## src/rtl/seq_detect_pkg.sv

```systemverilog
// Shared types, default sizes and the pattern-length mask helper for the sequence detector.
// Optional feature macro: SEQ_DETECT_OVERLAP_EN (overlapping matches count).
package seq_detect_pkg;

    localparam int DEF_MAX_LEN = 8;
    localparam int DEF_LEN_W   = 4;
    localparam int DEF_WIN_W   = 16;
    localparam int DEF_CNT_W   = 8;

    typedef enum logic [1:0] {
        IDLE = 2'd0,
        RUN  = 2'd1,
        DONE = 2'd2
    } state_t;

    // Low 'len' bits set; callers truncate to their pattern width.
    function automatic logic [31:0] len_mask(input logic [31:0] len);
        if (len >= 32'd32) return '1;
        return (32'd1 << len) - 32'd1;
    endfunction

endpackage

```

## src/rtl/seq_match_core.sv

```systemverilog
// History shift register, fill counter and masked pattern comparator.
// With SEQ_DETECT_OVERLAP_EN defined, history/fill survive a match; otherwise fill restarts.
module seq_match_core
    import seq_detect_pkg::*;
#(
    parameter int MAX_LEN = DEF_MAX_LEN,
    parameter int LEN_W   = DEF_LEN_W
) (
    input  logic               clk,
    input  logic               rst_n,
    input  logic               shift_en,
    input  logic               clr,
    input  logic               bit_in,
    input  logic [LEN_W-1:0]   len,
    input  logic [MAX_LEN-1:0] pattern,
    output logic               hit
);

    logic [MAX_LEN-1:0] hist_q;
    logic [MAX_LEN-1:0] hist_nxt;
    logic [MAX_LEN-1:0] mask;
    logic [LEN_W-1:0]   fill_q;
    logic [LEN_W-1:0]   fill_sat;
    logic [LEN_W:0]     fill_inc;

    assign hist_nxt = (hist_q << 1) | MAX_LEN'(bit_in);
    assign fill_inc = {1'b0, fill_q} + (LEN_W+1)'(1);
    assign fill_sat = (fill_q >= LEN_W'(MAX_LEN)) ? fill_q : fill_inc[LEN_W-1:0];
    assign mask     = MAX_LEN'(len_mask(32'(len)));

    // Evaluated against the history as it will be after this bit shifts in.
    assign hit = shift_en && (fill_inc >= {1'b0, len}) &&
                 (((hist_nxt ^ pattern) & mask) == '0);

    always_ff @(posedge clk or negedge rst_n) begin
        if (!rst_n) begin
            hist_q <= '0;
            fill_q <= '0;
        end else if (clr) begin
            hist_q <= '0;
            fill_q <= '0;
        end else if (shift_en) begin
            hist_q <= hist_nxt;
`ifdef SEQ_DETECT_OVERLAP_EN
            fill_q <= fill_sat;
`else
            fill_q <= hit ? '0 : fill_sat;
`endif
        end
    end

endmodule

```

## src/rtl/seq_detect_ctrl.sv

```systemverilog
// Programmable bit-serial sequence detector: config handshake, scan FSM, window and match counters.
// Optional feature macro: SEQ_DETECT_OVERLAP_EN (handled inside seq_match_core).
module seq_detect_ctrl
    import seq_detect_pkg::*;
#(
    parameter int MAX_LEN = DEF_MAX_LEN,
    parameter int LEN_W   = DEF_LEN_W,
    parameter int WIN_W   = DEF_WIN_W,
    parameter int CNT_W   = DEF_CNT_W
) (
    input  logic               clk,
    input  logic               rst_n,
    input  logic               cfg_valid,
    output logic               cfg_ready,
    input  logic [MAX_LEN-1:0] cfg_pattern,
    input  logic [LEN_W-1:0]   cfg_len,
    input  logic               start,
    input  logic [WIN_W-1:0]   window,
    input  logic               abort,
    input  logic               bit_valid,
    input  logic               bit_in,
    output logic               busy,
    output logic               match,
    output logic [CNT_W-1:0]   match_count,
    output logic               done,
    output logic               err
);

    state_t             state_q, state_nxt;
    logic [MAX_LEN-1:0] pat_q;
    logic [LEN_W-1:0]   len_q;
    logic               cfg_ok_q;
    logic [WIN_W-1:0]   rem_q;
    logic [CNT_W-1:0]   cnt_q;
    logic               match_q;
    logic               err_q;

    logic cfg_fire, len_ok, arm, shift_en, hit;

    assign cfg_fire = (state_q == IDLE) && cfg_valid;
    assign len_ok   = (cfg_len != '0) && (cfg_len <= LEN_W'(MAX_LEN));

    always_ff @(posedge clk or negedge rst_n) begin
        if (!rst_n) state_q <= IDLE;
        else        state_q <= state_nxt;
    end

    // A config handshake in IDLE takes precedence over start in the same cycle.
    always_comb begin
        state_nxt = state_q;
        arm       = 1'b0;
        shift_en  = 1'b0;
        case (state_q)
            IDLE: begin
                if (!cfg_valid && start && cfg_ok_q) begin
                    arm       = 1'b1;
                    state_nxt = (window == '0) ? DONE : RUN;
                end
            end
            RUN: begin
                if (abort) begin
                    state_nxt = IDLE;
                end else if (bit_valid) begin
                    shift_en = 1'b1;
                    if (rem_q == WIN_W'(1)) state_nxt = DONE;
                end
            end
            DONE:    state_nxt = IDLE;
            default: state_nxt = IDLE;
        endcase
    end

    always_ff @(posedge clk or negedge rst_n) begin
        if (!rst_n) begin
            pat_q    <= '0;
            len_q    <= '0;
            cfg_ok_q <= 1'b0;
            rem_q    <= '0;
            cnt_q    <= '0;
            match_q  <= 1'b0;
            err_q    <= 1'b0;
        end else begin
            match_q <= shift_en && hit;
            if (cfg_fire) begin
                if (len_ok) begin
                    pat_q    <= cfg_pattern;
                    len_q    <= cfg_len;
                    cfg_ok_q <= 1'b1;
                    err_q    <= 1'b0;
                end else begin
                    err_q <= 1'b1;
                end
            end else if ((state_q == IDLE) && start && !cfg_ok_q) begin
                err_q <= 1'b1;
            end
            if (arm) begin
                cnt_q <= '0;
                rem_q <= window;
            end
            if (shift_en) begin
                rem_q <= rem_q - WIN_W'(1);
                if (hit && (cnt_q != '1)) cnt_q <= cnt_q + CNT_W'(1);
            end
        end
    end

    seq_match_core #(
        .MAX_LEN (MAX_LEN),
        .LEN_W   (LEN_W)
    ) u_core (
        .clk      (clk),
        .rst_n    (rst_n),
        .shift_en (shift_en),
        .clr      (arm),
        .bit_in   (bit_in),
        .len      (len_q),
        .pattern  (pat_q),
        .hit      (hit)
    );

    assign cfg_ready   = (state_q == IDLE) && rst_n;
    assign busy        = (state_q == RUN);
    assign done        = (state_q == DONE);
    assign match       = match_q;
    assign match_count = cnt_q;
    assign err         = err_q;

endmodule

```

## config.mk

```make
export PLATFORM = sky130hd
export DESIGN_NAME = seq_detect_ctrl
export DESIGN_NICKNAME = d
export VERILOG_FILES = /design/src/rtl/seq_detect_pkg.sv /design/src/rtl/seq_match_core.sv /design/src/rtl/seq_detect_ctrl.sv
export SDC_FILE = /design/constraint.sdc
export NUM_CORES = 1
export LEC_CHECK = 0
export ABC_AREA = 1
export BUFFER_PORTS_ARGS = -buffer_cell sky130_fd_sc_hd__buf_2
export CORE_UTILIZATION = 45
export CTS_CLUSTER_SIZE = 28
export DETAILED_ROUTE_END_ITERATION = 8
export PLACE_DENSITY = 0.66
export SETUP_SLACK_MARGIN = 0.1
export SLEW_MARGIN = 20
export SYNTH_ARGS = -nofsm -noshare
export SYNTH_HDL_FRONTEND = slang
export SYNTH_SLANG_ARGS = --single-unit
```

## constraint.sdc

```tcl
create_clock -name clk -period 6.5 [get_ports clk]
set_clock_uncertainty 0.15 [all_clocks]
set_input_delay 0.975 -clock clk [delete_from_list [all_inputs] [get_ports clk]]
set_output_delay 0.975 -clock clk [all_outputs]
set_load 0.05 [all_outputs]
```

==> impl_results.md, run 1 <==
- Max layer used: met4
- Proportion of synthesized flip-flops having asynchronous set or reset: 100%
- Total congestion overflow: 0
- P_leak: 1.78 nW
- Power per standard cell area: 287 nW/um^2
- Internal portion of total power: between 0.6 and 0.7 mW
- H-tree Lvls: 2
- Layout cell share with drive strength beyond 1: approximately 18%
- Resized Gates After CTS: 0
- Antenna-violating nets left: 0
- Setup violation total in the final timing report: 0
- Worst min-delay path category: reg -> reg
- DRC marker count from the first detailed-route iteration: around 160
- Area contributors post-synth: sky130_fd_sc_hd__dfrtp_1 (42%), sky130_fd_sc_hd__nand2_1 (11%), sky130_fd_sc_hd__inv_1 (6.9%)
- Hold depth: 2
- Clock share of power: a little under 20%
- Starting utilization of the core area: 47.7%
- Setup_tns: 0 ns
- Area share of the largest cell type after synthesis: 42.0%
- Worst rel slew slack: between 50% and 60%
- Post-synthesis average cell area: 7.80 sq um
- Depth of the worst register-to-register path: 8
- Largest net degree at the start of global routing: 54
- Count of input and output buffers: between 40 and 50
- Number of instances in the placed design: between 500 and 600
- Buffer depth of the longest clock path: 2
- Number of synthesized flops with an enable pin: 0
- Final non-filler cell total: approximately 520
- Synthesized area: ~3100 sq um
- First drt pass iteration count: 6
- Post-synth net total: about 440
- Sum of routed wire segments on met1: around 3200 um
- CORE AREA: 6490 sq um
- Psw: roughly 0.4 mW
- Ports placed on the boundary: 48
- Routed length per instance: about 13 um
- Wire length reported by the detailed router: ~6600 um
- Failing checks: DRC
- Sw Ratio: between 30% and 40%
- Number of warnings printed during yosys synthesis: 0
- Clock root buffer master: sky130_fd_sc_hd__clkbuf_8
- Slew at the pin with the worst max-slew slack: slightly above 0.7 ns
- Antenna violations before repair: 0
- Max frequency: 313 MHz
- Share of synthesized area occupied by flip-flops and latches: between 40% and 50%
- RSZ-0062 raised after global routing: false
- IR drop worst, VDD: about 140 uV
- Number of pins exceeding their max-slew limit in the final report: 0
- Via count of the first global-routing pass: roughly 2,700
- Global placement routability congestion: around 0.79
- Remaining DRCs: 3
- Worst Path Required: 5.37 ns
- Top FF cell, synth: sky130_fd_sc_hd__dfrtp_1
- Status: finished, violations left
- Number of cells produced by synthesis: between 300 and 400
- Most instantiated library cell after synthesis: sky130_fd_sc_hd__nand2_1
- Vertical die dimension: ~85 um
- #FFs+latches synth: between 50 and 60
- Final HPWL from detailed placement: approximately 4900 um
- Crit Path Max Fanout: 53
- Synth-to-layout area growth: 12.8%
- Met3 WL post-DR: between 200 and 300 um
- Worst hold margin: 0.360 ns
- Worst Setup End Kind: output port
- CTS hold repair buffers: 0
- Overall Global Routing Usage: between 10% and 20%
- Unique masters post-synth: 39
- Layout Nets: about 500
- Crit Path Class: in -> out
- Number of vias in the routed layout: 2,720
- Routed vias/inst: around 5.2
- Post-CTS repair timing setup buffer count: 0
- Cell type contributing the most total cell area after synthesis: sky130_fd_sc_hd__dfrtp_1
- Period minus WS final: 3.20 ns
- Final hold violations: 0
- Data arrival at the endpoint of the critical path: between 2 and 2.5 ns
- Inserted Clock Buffers: 5
- Clock transition at the registers of the reported paths: around 0.090 ns
- Post-route fraction of the period consumed by the critical path: 49.2%
- Global-route wire length before repair: 11,600 um
- Number of max-cap violations: 0
- Row Count: 29
- Top cells by instance count after synthesis: sky130_fd_sc_hd__nand2_1 (91), sky130_fd_sc_hd__inv_1 (57), sky130_fd_sc_hd__dfrtp_1 (52)
- Later-pin clock latency in the skew report: approximately 0.31 ns
- Die X-Extent: roughly 85 um
- Sort of element at the start of the critical path: primary input
- Share of total power in combinational logic: a little over a third
- Number of sinks on the clock net: 52
- Seq pwr share: between 40% and 50%
- Die area: ~7200 sq um
- CTS tree: yes
- DR WL met2: about 3000 um
- Total inserted antenna cells: 0
through the flow:
stage	worst slack [ns]	power [mW]	util, %	cell area, sq um
6_report	3.30	1.00	53.7	3490
5_1_grt	3.10	1.09	53.7	3490
4_1_cts	3.25	1.01	53.7	3490
3_5_place_dp	3.25	0.813	52.3	3400
3_3_place_gp	3.26	0.804	52.3	3400
2_1_floorplan	3.72	0.721	-	3100
power by group through the flow:
stage	Sequential, mW	Combinational [mW]	Clock (mW)
6_report	0.450	0.357	0.194
3_3_place_gp	0.455	0.350	0
5_1_grt	0.461	0.415	0.213
3_5_place_dp	0.456	0.358	0
4_1_cts	0.450	0.360	0.198
2_1_floorplan	0.446	0.276	0
worst max-delay path: stages:
cell	delay (ns)
sky130_fd_sc_hd__buf_2	0.07
sky130_fd_sc_hd__buf_4	0.53
sky130_fd_sc_hd__inv_1	0.10
sky130_fd_sc_hd__nor2_1	0.11
sky130_fd_sc_hd__buf_2	0.26
placed cells by master (no fill, tap or decap), types with 3 or more instances in the layout:
| cell | synthesis | routed |
|---|---|---|
| sky130_fd_sc_hd__nand2_1 | 91 | 91 |
| sky130_fd_sc_hd__inv_1 | 57 | 57 |
| sky130_fd_sc_hd__dfrtp_1 | 52 | 52 |
| sky130_fd_sc_hd__buf_2 | 3 | 47 |
| sky130_fd_sc_hd__nor2_1 | 31 | 31 |
| sky130_fd_sc_hd__nand3_1 | 29 | 29 |
| sky130_fd_sc_hd__a21oi_1 | 16 | 16 |
| sky130_fd_sc_hd__o21ai_0 | 16 | 15 |
| sky130_fd_sc_hd__xor2_1 | 11 | 11 |
| sky130_fd_sc_hd__nand4_1 | 10 | 10 |
| sky130_fd_sc_hd__o22ai_1 | 10 | 10 |
| sky130_fd_sc_hd__ha_1 | 10 | 10 |
| sky130_fd_sc_hd__nand2_2 | 7 | 7 |
| sky130_fd_sc_hd__nor3_1 | 6 | 6 |
| sky130_fd_sc_hd__clkbuf_8 | 0 | 6 |
| sky130_fd_sc_hd__nor4_1 | 4 | 4 |
| sky130_fd_sc_hd__mux2_2 | 4 | 4 |
| sky130_fd_sc_hd__nor2_4 | 3 | 3 |
| sky130_fd_sc_hd__nor2_2 | 3 | 3 |
| sky130_fd_sc_hd__o21ai_1 | 2 | 3 |
| sky130_fd_sc_hd__o211ai_1 | 3 | 3 |
sequential cells by signal, indices dropped and copies added (netlist names):
name	count
state_q	2
u_core.fill_q	4
match_count	8
err	1
cfg_ok_q	1
pat_q	8
u_core.hist_q	7
len_q	4
match	1
rem_q	16
worst paths after layout:
| path | start | slack [ns] | end |
|---|---|---|---|
| min in group asynchronous | rst_n | 0.63 | len_q[2] |
| setup / recovery | rst_n | 3.30 | cfg_ready |
| hold reg to reg | err | 0.36 | err |
| setup reg to reg | state_q[0] | 3.86 | u_core.fill_q[0] |
| max in group asynchronous | rst_n | 5.11 | pat_q[6] |
| hold / removal | err | 0.36 | err |
layout make-up:
cell class                      count  area [sq um]
Fill cell                         618          3000
Clock buffer                        7          86.3
Clock inverter                      1          7.51
Multi-Input combinational cell    277          1530
Inverter                           59           221
Sequential cell                    52          1300
Tap cell                           77          96.3
Timing Repair Buffer               49           250
per-layer routing:
metal / track usage [%] / up-vias
met4: 6.63 / 0
met5: 0 / -
met1: 26.7 / 1259
li1: - / 1396
met2: 33.3 / 58
met3: 2.82 / 7
logic make-up after synthesis:
kind of cell / Yosys count / share of synthesized area [%]
muxes: 4 / 1.46
xor gates and xnor gates: 12 / 3.40
DFF: 52 / 42.0
adders and majority gates: 10 / 4.04
buffers and inverters: 68 / 8.61
AOI/OAI and AO/OA: 63 / 12.7
and+or+nand+nor: 188 / 27.7
(Power assumes the default switching activity.)
==> inputs of run 2 (changes only) <==
Settings changed: ABC_AREA 1 to 0.
Clock period 6.5 ns to 3.33 ns, I/O delays scaled along.
==> impl_results.md, run 2 <==
- Max frequency: between 300 and 400 MHz
- CTS hold repair buffers: 0
- Later-pin clock latency in the skew report: a little over 0.3 ns
- Largest net degree at the start of global routing: 53
- Status: completed
- Total inserted antenna cells: 0
- Slew at the pin with the worst max-slew slack: ~0.9 ns
- Overall Global Routing Usage: just over 20%
- Via count of the first global-routing pass: roughly 2,300
- Total congestion overflow: 0
- Highest-delay cell along the critical path: sky130_fd_sc_hd__dfrtp_1
- Worst reg2reg setup slack: ~0.56 ns
- Top cells by instance count after synthesis: sky130_fd_sc_hd__dfrtp_1 (52), sky130_fd_sc_hd__nand2_1 (26), sky130_fd_sc_hd__nor2_1 (19)
- Cell type contributing the most total cell area after synthesis: sky130_fd_sc_hd__dfrtp_1
- Number of cells produced by synthesis: around 300
- Number of vias in the routed layout: between 2,000 and 2,500
- Number of synthesized flops with an enable pin: 0
- Worst Setup End Kind: register
- Number of warnings printed during yosys synthesis: 0
- Launch point of the worst path: len_q[1]
- Proportion of synthesized flip-flops having asynchronous set or reset: 100%
- Largest register FFs: 16
- Buffers plus inverters on the worst setup path: 0
- Worst hold margin: approximately 0.22 ns
- Pre-CTS setup slack: 0.535 ns
- Cell area reported after detailed placement: 3250 sq um
- Share of synthesized area occupied by flip-flops and latches: roughly 44%
- Row Count: 29
- Routed length per instance: roughly 16 um
- CORE AREA: approximately 6300 sq um
- Ports placed on the boundary: between 40 and 50
- Number of sinks on the clock net: 52
- DRC marker count from the first detailed-route iteration: 140
- Destination of the worst register-to-register timing path: u_core.fill_q[0]
- CP delay by family, top: compound AO/OA/AOI/OAI gates
- CTS tree: yes
- Stages on worst setup path: 9
- Post-synth net total: roughly 340
- Number of max-cap violations: 0
- Peak per-stage delay on the critical path: 0.47 ns
- Setup violation total in the final timing report: 0
- RSZ-0062 raised after global routing: false
- Count of input and output buffers: between 40 and 50
- Area contributors post-synth: sky130_fd_sc_hd__dfrtp_1 (44%), sky130_fd_sc_hd__mux2_2 (4.6%), sky130_fd_sc_hd__ha_1 (4.2%)
- Post-CTS repair timing setup buffer count: 0
- Clock root buffer master: sky130_fd_sc_hd__clkbuf_8
- Clock transition at the registers of the reported paths: about 0.10 ns
- Buffer depth of the longest clock path: 2
- Wire length reported by the detailed router: between 6000 and 7000 um
- Post-synthesis average cell area: around 9.9 sq um
- Commonest cells after routing, fill and taps aside: sky130_fd_sc_hd__dfrtp_1 (52), sky130_fd_sc_hd__buf_2 (47), sky130_fd_sc_hd__nand2_1 (26)
- Unique masters post-synth: 58
- Routed vias/inst: about 5.8
- Inserted Clock Buffers: 5
- Worst rel slew slack: 39.9%
- Top FF cell, synth: sky130_fd_sc_hd__dfrtp_1
- Crit Path Max Fanout: 10
- Most instantiated library cell after synthesis: sky130_fd_sc_hd__dfrtp_1
- Synth-to-layout area growth: 12.9%
- Total power of the final layout: around 1.8 mW
- Die area: approximately 6900 sq um
- Setup_tns: 0 ns
- Worst Path Required: about 3.4 ns
- Antenna violations before repair: 0
- Combined area of the multi-input logic cells: 1550 sq um
- Power per standard cell area: 527 nW/um^2
- Leading cell type in the layout, fill and taps excluded: sky130_fd_sc_hd__dfrtp_1
- First drt pass iteration count: 4
- Global placement routability congestion: approximately 0.87
- Crit Path Class: reg -> reg
- Capture point of the worst path: u_core.fill_q[0]
- Synthesized area: between 2000 and 3000 sq um
- Antenna-violating nets left: 0
- Starting utilization of the core area: 46.4%
- Final HPWL from detailed placement: ~4800 um
- Die X-Extent: just over 80 um
- Worst min-delay path category: in -> async
- Cell-by-cell listing of the critical path: nor2_1 > nand2_1 > ha_1 > nor3_1 > a21oi_1 > o31a_1 > o211ai_2 > nor2_2 > a2111oi_0
- Depth of the worst register-to-register path: 9
- Met2 usage in global routing: 32.9%
- IR drop worst, VDD: 267 uV
- GRT met1 Usage: between 20% and 30%
- Final hold violations: 0
- Number of pins exceeding their max-slew limit in the final report: 0
- Least setup slack across all paths after layout: 0.558 ns
- Data arrival at the endpoint of the critical path: about 2.8 ns
- H-tree Lvls: 2
- Period minus WS final: around 2.8 ns
- Remaining DRCs: 0
- Resized Gates After CTS: 0
- Vertical die dimension: 82.9 um
- Post-route fraction of the period consumed by the critical path: a little over four fifths
- P_leak: between 1 and 1.5 nW
- Global route hottest layer: met2
- Startpoint of the worst-slack reg-to-reg timing path: len_q[1]
- #FFs+latches synth: 52
- Final-layout fill cell count: around 600
- Met3 GRT Util: about 3.2%
- Global-route wire length before repair: roughly 11,000 um
- Sort of element at the start of the critical path: register
- Area share of the largest cell type after synthesis: between 40 and 50%
- Register name with the most flops: rem_q
- Design Area, Final: ~3300 sq um
- Area taken by flip-flops and latches: ~1300 sq um
- Layout cell share with drive strength beyond 1: 23.8%
- Layout Nets: 386
[run 2: how the worst min path moves through the flow]
stage | from | endpoint | cells after the start
2_1_floorplan | rst_n | cfg_ok_q | 0
3_3_place_gp | cfg_ok_q | cfg_ok_q | 2
3_5_place_dp | cfg_ok_q | cfg_ok_q | 2
4_1_cts | rst_n | rem_q[5] | 2
5_1_grt | cfg_pattern[6] | pat_q[6] | 2
6_report | rst_n | rem_q[5] | 2
[run 2: cell families (layout without fill, tap and decap cells)]
| logic type | Yosys count | after routing | share of synthesized area, % |
|---|---|---|---|
| and+or+nand+nor | 112 | 112 | 21.0 |
| AOI/OAI and AO/OA | 65 | 65 | 16.0 |
| DFF | 52 | 52 | 44.1 |
| buffers and inverters | 25 | 69 | 3.52 |
| muxes | 19 | 19 | 6.96 |
| xor gates and xnor gates | 14 | 14 | 4.16 |
| adders and majority gates | 10 | 10 | 4.24 |
[run 2: final cells by class]
type	count	area share (%)
multi-input cells	220	46.5
repair buffers	50	7.74
well taps	77	2.89
clock buffers	5	2.07
clock inverters	2	0.376
inverters	12	1.35
flip-flops and latches	52	39.1
[run 2: metrics by stage]
step	cells	util (%)
after floorplan	297	-
after global placement	411	51.2
after detailed placement	411	51.2
after CTS	418	52.4
after global routing	418	52.4
final	418	52.4
[run 2: layer usage]
layer  vias to the layer above  wire [um]
li1                       1189          -
met1                      1176       3170
met2                        53       3170
met3                         4        230
met4                         0         63
met5                         -          0
[run 2: report_power, final]
part	switching (mW)	internal, mW	total [mW]
Sequential	0.136	0.745	0.881
Clock	0.213	0.143	0.356
Combinational	0.286	0.232	0.519
==> inputs of run 3 (changes only) <==
Settings changed: PLACE_DENSITY 0.66 to 0.68.
Clock period 3.33 ns to 2.45 ns, I/O delays scaled along.
==> impl_results.md, run 3 (synthesized netlist as in run 2, its figures left out) <==
- Highest-delay cell along the critical path: sky130_fd_sc_hd__dfrtp_1
- Number of pins exceeding their max-slew limit in the final report: 0
- Vertical die dimension: ~83 um
- CP delay by family, top: compound AO/OA/AOI/OAI gates
- Inserted Clock Buffers: 5
- Met3 WL post-DR: approximately 250 um
- RSZ-0062 raised after global routing: true
- IR drop worst, VDD: between 300 and 400 uV
- Setup violation total in the final timing report: 1
- Antenna-violating nets left: 0
- Die X-Extent: between 80 and 90 um
- Leading cell type in the layout, fill and taps excluded: sky130_fd_sc_hd__dfrtp_1
- Layout Utilization: between 50% and 60%
- Max layer used: met4
- Clock root buffer master: sky130_fd_sc_hd__clkbuf_8
- Routed length per instance: 16.7 um
- Post-route fraction of the period consumed by the critical path: 100%
- Crit Path Class: reg -> reg
- Total congestion overflow: 0
- DR WL met2: 3730 um
- Slew at the pin with the worst max-slew slack: 0.672 ns
- Layout Nets: 414
- Number of max-cap violations: 0
- First drt pass iteration count: 4
- Largest register FFs: 16
- H-tree Lvls: 2
- Design Area, Final: approximately 3800 sq um
- Global-route wire length before repair: 11,900 um
- Remaining DRCs: 0
- Max frequency: around 410 MHz
- Routed vias/inst: ~5.8
- Register name with the most flops: rem_q
- CTS hold repair buffers: 0
- Failing checks: setup timing
- Final-layout fill cell count: 525
- Overall Global Routing Usage: about a fifth
- Number of sinks on the clock net: 52
- P_leak: 1.66 nW
- Data arrival at the endpoint of the critical path: ~2.5 ns
- Cell-by-cell listing of the critical path: ha_2 > xor2_1 > ha_1 > o21ai_1 > o21ai_2 > o211ai_4 > buf_6 > or3_1 > a32o_1
- Commonest cells after routing, fill and taps aside: sky130_fd_sc_hd__dfrtp_1 (50), sky130_fd_sc_hd__buf_2 (47), sky130_fd_sc_hd__nand2_1 (26), sky130_fd_sc_hd__buf_4 (26), sky130_fd_sc_hd__nor2_1 (15)
- Number of vias in the routed layout: between 2,000 and 3,000
- Largest net degree at the start of global routing: 53
- Pre-CTS setup slack: -0.00577 ns
- Buffers plus inverters on the worst setup path: 1
- Final non-filler cell total: 447
- Sort of element at the start of the critical path: register
- Peak per-stage delay on the critical path: roughly 0.43 ns
- Sum of routed wire segments on met1: roughly 3400 um
- Global placement routability congestion: approximately 0.84
- Later-pin clock latency in the skew report: roughly 0.31 ns
- DRC marker count from the first detailed-route iteration: between 100 and 150
- Setup_tns: -0.00419 ns
- Synth-to-layout area growth: 28.1%
- Antenna violations before repair: 0
- Cell area reported after detailed placement: 3400 sq um
- Least setup slack across all paths after layout: -0.00419 ns
- Die area: 6880 sq um
- Wire length reported by the detailed router: between 7000 and 8000 um
- Worst Path Required: between 2 and 3 ns
- Via count of the first global-routing pass: about 2,400
- Crit Path Max Fanout: 5
- Count of input and output buffers: 47
- Final HPWL from detailed placement: 4970 um
- Layout cell share with drive strength beyond 1: between 30% and 40%
- Total inserted antenna cells: 0
- CORE AREA: about 6300 sq um
- Number of instances in the placed design: between 400 and 500
- Clock transition at the registers of the reported paths: roughly 0.10 ns
- Status: finished, violations left
- Row Count: 29
- Final hold violations: 0
- Worst Setup End Kind: register
- Buffer depth of the longest clock path: 2
- Starting utilization of the core area: 46.4%
- Worst min-delay path category: in -> async
- Power per standard cell area: 755 nW/um^2
- Worst hold margin: around 0.082 ns
- CTS tree: yes
- Period minus WS final: around 2.5 ns
- Worst rel slew slack: a little under three fifths
- Total power of the final layout: about 2.9 mW
- Ports placed on the boundary: between 40 and 50
## run 3: cell count changes in the layout (fill, tap and decap cells not counted), sizes merged
cell    change
bufinv      +1
buf        +28
## run 3: report_power, final
| part | leakage (nW) | switching [mW] | internal, mW | total, mW |
|---|---|---|---|---|
| Combinational | 0.956 | 0.555 | 0.506 | 1.06 |
| Sequential | 0.649 | 0.172 | 1.01 | 1.19 |
| Clock | 0.0541 | 0.301 | 0.303 | 0.604 |
## run 3: worst reg2reg max path: stages (launching register included)
cell,delay (ns)
sky130_fd_sc_hd__dfrtp_1,0.43
sky130_fd_sc_hd__ha_2,0.23
sky130_fd_sc_hd__xor2_1,0.16
sky130_fd_sc_hd__ha_1,0.29
sky130_fd_sc_hd__o21ai_1,0.07
sky130_fd_sc_hd__o21ai_2,0.18
sky130_fd_sc_hd__o211ai_4,0.12
sky130_fd_sc_hd__buf_6,0.14
sky130_fd_sc_hd__or3_1,0.34
sky130_fd_sc_hd__a32o_1,0.23
## run 3: final cells by class
type | count | area (sq um) | area share (%)
inverters | 12 | 45.0 | 1.19
repair buffers | 78 | 487 | 12.9
well taps | 77 | 96.3 | 2.55
multi-input cells | 220 | 1730 | 45.9
flip-flops and latches | 52 | 1300 | 34.5
clock inverters | 3 | 42.5 | 1.13
clock buffers | 5 | 68.8 | 1.82
## run 3: timing repair
| item | 4_1_cts | 5_1_grt |
|---|---|---|
| setup buffers | 5 | 7 |
| pin swaps | 4 | 9 |
| gates resized for setup | 10 | 24 |
| setup endpoints to repair | 11 | 15 |
| hold endpoints to repair | 0 | 0 |
## run 3: path summary, 6_finish.rpt
kind                                        to             start  depth (start not counted)  slack [ns]
worst min-delay path                  rem_q[6]             rst_n                          2        0.08
worst max register to register  match_count[6]  u_core.fill_q[1]                          9      -0.004
max in group asynchronous             len_q[3]             rst_n                          2        1.59
worst min register to register        cfg_ok_q          cfg_ok_q                          2        0.34
worst max-delay path            match_count[6]  u_core.fill_q[1]                          9      -0.004
min in group clk                      pat_q[6]    cfg_pattern[6]                          2        0.13
## run 3: per-layer routing
| metal | up-vias | GRT usage [%] |
|---|---|---|
| met3 | 8 | 3.18 |
| li1 | 1240 | - |
| met2 | 52 | 34.2 |
| met5 | - | 0 |
| met4 | 0 | 5.96 |
| met1 | 1298 | 30.4 |
